`src/rtl/shifter.sv`:
```
// Registered 16-bit barrel shifter: logical left shift, arithmetic right
// shift, rotate right or pass-through by 0-15 positions, one-cycle latency.
module shifter (
  input  logic        clk,
  input  logic        rst_n,
  input  logic [15:0] Shift_In,
  input  logic [3:0]  Shift_Val,
  input  logic [1:0]  Mode,
  output logic [15:0] Shift_Out
);

  typedef enum logic [1:0] {
    MODE_SLL  = 2'd0,
    MODE_SRA  = 2'd1,
    MODE_ROR  = 2'd2,
    MODE_PASS = 2'd3
  } mode_e;

  mode_e       mode;
  logic [15:0] result;

  assign mode = mode_e'(Mode);

  // Log barrel: stage i moves the word by 2**i positions when Shift_Val[i]
  // is set, so the four stages compose to any amount 0-15.
  always_comb begin
    logic [15:0] stage;
    int unsigned amt;
    stage = Shift_In;
    amt   = 0;
    for (int unsigned i = 0; i < 4; i++) begin
      amt = 32'd1 << i;
      if (Shift_Val[i]) begin
        unique case (mode)
          MODE_SLL: stage = stage << amt;
          MODE_SRA: stage = 16'($signed(stage) >>> amt);
          MODE_ROR: stage = (stage >> amt) | (stage << (32'd16 - amt));
          default:  stage = stage;
        endcase
      end
    end
    result = stage;
  end

  always_ff @(posedge clk or negedge rst_n) begin
    if (!rst_n) begin
      Shift_Out <= '0;
    end else begin
      Shift_Out <= result;
    end
  end

endmodule

```
`config.mk`:
```
export PLATFORM = sky130hd
export DESIGN_NAME = shifter
export DESIGN_NICKNAME = d
export VERILOG_FILES = /design/src/rtl/shifter.sv
export SDC_FILE = /design/constraint.sdc
export NUM_CORES = 1
export LEC_CHECK = 0
export ABC_AREA = 1
export ABC_CLOCK_PERIOD_IN_PS = 800
export CAP_MARGIN = 20
export CORE_UTILIZATION = 53
export CTS_BUF_LIST = sky130_fd_sc_hd__clkbuf_8
export DETAILED_ROUTE_END_ITERATION = 8
export PLACE_DENSITY = 0.83
export SLEW_MARGIN = 20
export SYNTH_ARGS = -nofsm -noshare
export SYNTH_HDL_FRONTEND = slang
export SYNTH_SLANG_ARGS = --single-unit
```
`constraint.sdc`:
```
create_clock -name clk -period 0.8 [get_ports clk]
set_input_delay 0.16 -clock clk [delete_from_list [all_inputs] [get_ports clk]]
set_output_delay 0.16 -clock clk [all_outputs]
set_load 0.01 [all_outputs]
```
==> impl_metrics.tcl, run 1 <==
set metrics [dict create \
    synthTopCellsByArea "nand2_1 32%, nand3_1 24%, dfrtp_1 21%" \
    grt_max_degree 17 \
    synth_edf_count 0 \
    gr-total-overflow 181 \
    cts_inserted_buffers 3 \
    synth.avg_cell_area_um2 5.31 \
    rows 21 \
    status "stopped before the end" \
    cts.path.max_buffers 2 \
    die_h_um 61.6 \
    yosys.area.top_type "nand2_1" \
    clock-sinks 16 \
    initial_utilization_pct 56.1 \
    synthDominantCellAreaShare_pct 32.2 \
    seq_area_frac_synth_pct 21.2 \
    io_pins 40 \
    syn_inst 355 \
    h-tree-depth 1 \
    ys_warn_count 0 \
    yosys_most_used_dff "dfrtp_1" \
    syn_nets 379 \
    synth_cell_types 18 \
    grt_worst_setup_endpoint "Shift_Out[12]$_DFF_PN0_/D" \
    postCtsHoldBufs 0 \
    yosys_register_bits 16 \
    stop_stage "global routing" \
    ys_async_sr_fraction_pct 100 \
    dp_hpwl_um 5090 \
    gp_congestion 1.07 \
    netlist_area_um2 1890 \
    clock-root-buffer "clkbuf_8" \
    grt_usage_pct 89.0 \
    yosysMostFrequentCell "nand2_1" \
    synth_common_cells "162 x nand2_1, 89 x nand3_1, 32 x inv_1" \
    port_buffers 39 \
    die_width_um 61.6 \
    worstEpCategory "register input" \
    stop_error "[ERROR GRT-0232] Routing congestion too high. Check the congestion heatmap in the GUI." \
]
## layer usage
layer  track usage [%]  overflow
met4               114        73
met2               111       103
met1              84.9         3
met5              15.7         0
met3              59.5         2
## stage by stage
step	utilization, %	area [µm²]	setup WS (ns)	std cells
floorplan	-	1950	-0.436	355
global placement	76.8	2580	-1.43	461
detailed placement	76.8	2580	-1.46	461
CTS	86.8	2920	-0.521	478
## cells by family after synthesis
group           Yosys count  synth area share (%)
compound gates           19                  5.24
buf+inv                  49                  11.8
simple gates            271                  61.7
flops                    16                  21.2
## what timing repair did
| action | in CTS |
|---|---|
| setup buffers | 11 |
| setup endpoints to repair | 32 |
| gates cloned | 3 |
| endpoints found under the hold margin | 0 |
| pin swaps | 41 |
| gates resized for setup | 175 |
==> inputs of run 2 (changes only) <==
- CORE_UTILIZATION: 53 -> 40
- CTS_BUF_LIST: sky130_fd_sc_hd__clkbuf_8 -> default
- PLACE_DENSITY: 0.83 -> default
- PLACE_DENSITY_LB_ADDON: default -> 0.15
==> run 2 against run 1 <==
Net effect:
- the flow now finishes, with violations (design-rule violations, negative setup slack)
- synthesized area unchanged
- synthesized cell count unchanged
==> impl_metrics.tcl, run 2 <==
set metrics [dict create \
    syn_inst 355 \
    critPathMaxFanout 5 \
    dr.first_iter.drc_count 322 \
    vias 2908 \
    synth_cell_types 18 \
    io_pins 40 \
    cts.path.max_buffers 2 \
    route.detailed.drc 4 \
    grt_usage_pct 31.3 \
    max_clock_freq_mhz 689 \
    placed_area_um2 2660 \
    stdcell_area_um2 3570 \
    synthTopCellsByArea "nand2_1 32%, nand3_1 24%, dfrtp_1 21%" \
    min_period_ns 1.45 \
    pwr-share-seq_pct 24.1 \
    dp_hpwl_um 5230 \
    post_drt_wl_per_cell_um 17.3 \
    initial_utilization_pct 42.4 \
    yosys.area.top_type "nand2_1" \
    nFillCells 282 \
    p_sw_share_pct 43.0 \
    core_um2 4440 \
    synth_mux_area_share_pct 0 \
    die-area_um2 4990 \
    seq_area_frac_synth_pct 21.2 \
    wirelength_um 8650 \
    largest-register "Shift_Out" \
    synth_fa_ha_area_share_pct 0 \
    switchingPower_mw 1.72 \
    ys_warn_count 0 \
    clock-sinks 16 \
    yosys_register_bits 16 \
    synth_top_family_by_area "simple AND/OR/NAND/NOR gates" \
    synth_edf_count 0 \
    postCtsHoldBufs 0 \
    cts_inserted_buffers 3 \
    setup_tns_ns -10.84 \
    yosysMostFrequentCell "nand2_1" \
    n_antenna_cell 0 \
    h-tree-depth 1 \
    layout_commonest_cell "nand2_1" \
    power_leakage_nw 1.89 \
    layout_setup_ws_ns -0.651 \
    port_buffers 39 \
    gp_congestion 0.986 \
    critical_path_class "input port to flop" \
    status "finished, violations left" \
    nets 474 \
    maxCapViolCount 0 \
    clk_pin_slew_ns 0.06 \
    ys_async_sr_fraction_pct 100 \
    tritoncts "yes" \
    largest_reg_flops 16 \
    synth_compound_area_share_pct 5.24 \
    synth_xor_area_share_pct 0 \
    syn2layout_area_growth_pct 89.3 \
    rows 24 \
    synth.avg_cell_area_um2 5.31 \
    drv_slew 0 \
    place_ws_ns -1.35 \
    hold_path.class "input port to asynchronous set/reset pin" \
    grt_pass1_vias 2688 \
    finalSetupViolations 32 \
    drive_above_1_share_pct 57.1 \
    arrival_ns 1.60 \
    syn_nets 379 \
    clock-root-buffer "clkbuf_8" \
    ir_drop_v 0.00105 \
    synth-simple-area-share_pct 61.7 \
    vias_per_cell 5.82 \
    die_width_um 70.7 \
    fin_crit_sh_pct 181 \
    worst_slew_pin_slew_ns 0.303 \
    failed_checks "design-rule violations, negative setup slack" \
    total_power_mw 4.01 \
    gr-total-overflow 0 \
    die_h_um 70.7 \
    rsz0062_at_grt "yes" \
    clkPwrFrac_pct 14.8 \
    hold_viol 0 \
    reg_top3 "Shift_Out: 16 flops" \
    drt_first_pass_iters 7 \
    p_int_mw 2.28 \
    critPathLaunchType "input port" \
    relSlewSlack_pct 79.7 \
    netlist_area_um2 1890 \
    worstPathRequired_ns 0.95 \
    synth_common_cells "162 x nand2_1, 89 x nand3_1, 32 x inv_1" \
    grt_pass1_wl_um 12500 \
    grt_antenna_before_repair 0 \
    comb_power_share_pct 61.1 \
    yosys_most_used_dff "dfrtp_1" \
    worstSetupEndpointType "flop" \
    power_density_nw_per_um2 1120 \
    mostFrequentLayoutCells "93 x nand2_1, 62 x nand2_2, 53 x nand3_2, 45 x buf_4, 31 x nand3_1" \
    synthDominantCellAreaShare_pct 32.2 \
    ant_nets 0 \
    grt_max_degree 17 \
]
==> run 2: cell type report <==
type | instances | area [µm²] | area share [%]
well taps | 52 | 65.1 | 1.82
repair buffers | 103 | 981 | 27.5
inverters | 35 | 139 | 3.89
clock buffers | 3 | 41.3 | 1.16
multi-input cells | 291 | 1940 | 54.4
flip-flops and latches | 16 | 400 | 11.2
==> run 2: timing repair <==
action                     in CTS  in global routing
hold endpoints to repair        0                  0
pin swaps                      43                 49
setup endpoints to repair      32                 32
setup buffers                  13                  4
cloned                          4                  0
resized for setup             158                139
==> run 2: stage by stage <==
stage | cells | hold WS (ns) | utilization [%]
2_1_floorplan | 355 | -0.136 | -
3_3_place_gp | 478 | 0.505 | 59.9
3_5_place_dp | 478 | 0.510 | 59.9
4_1_cts | 498 | 0.245 | 70.0
5_1_grt | 500 | 0.249 | 80.3
6_report | 500 | 0.242 | 80.3
==> run 2: layer usage <==
layer / part of all wire, % / track usage (%)
met5: 0 / 0
met4: 3.0 / 6.00
met3: 7.9 / 6.41
met2: 49 / 53.1
met1: 40 / 41.7
==> run 2: critical path, cell delays in order <==
cell     delay [ns]
buf_12         0.11
nor2_4         0.17
buf_6          0.14
buf_12         0.11
nand2_1        0.06
o21ai_1        0.10
nand2_2        0.12
nand2_1        0.11
nand2_2        0.08
nand3_1        0.11
nand3_2        0.10
nand2_4        0.09
nand2_2        0.06
nand2_2        0.06
inv_2          0.03
==> run 2: kinds of logic after synthesis <==
| logic type | after synthesis |
|---|---|
| buffers and inverters | 49 |
| DFF | 16 |
| and+or+nand+nor | 271 |
| AOI/OAI and AO/OA | 19 |
==> run 2: power groups by stage <==
stage / Clock [mW] / Combinational (mW) / Sequential (mW)
final: 0.594 / 2.45 / 0.964
after CTS: 0.605 / 1.98 / 0.960
after detailed placement: 0 / 1.77 / 0.981
after global placement: 0 / 1.76 / 0.977
after floorplan: 0 / 0.911 / 1.05
after global routing: 0.632 / 2.62 / 0.977
==> run 2: path summary, 6_finish.rpt <==
| kind | from | end | slack, ns |
|---|---|---|---|
| max in group asynchronous | rst_n | Shift_Out[3] | 0.44 |
| max | Mode[0] | Shift_Out[12] | -0.65 |
| min | rst_n | Shift_Out[6] | 0.24 |
| min in group clk | Shift_Val[2] | Shift_Out[15] | 0.38 |
Power figures use the tool's default switching activity.
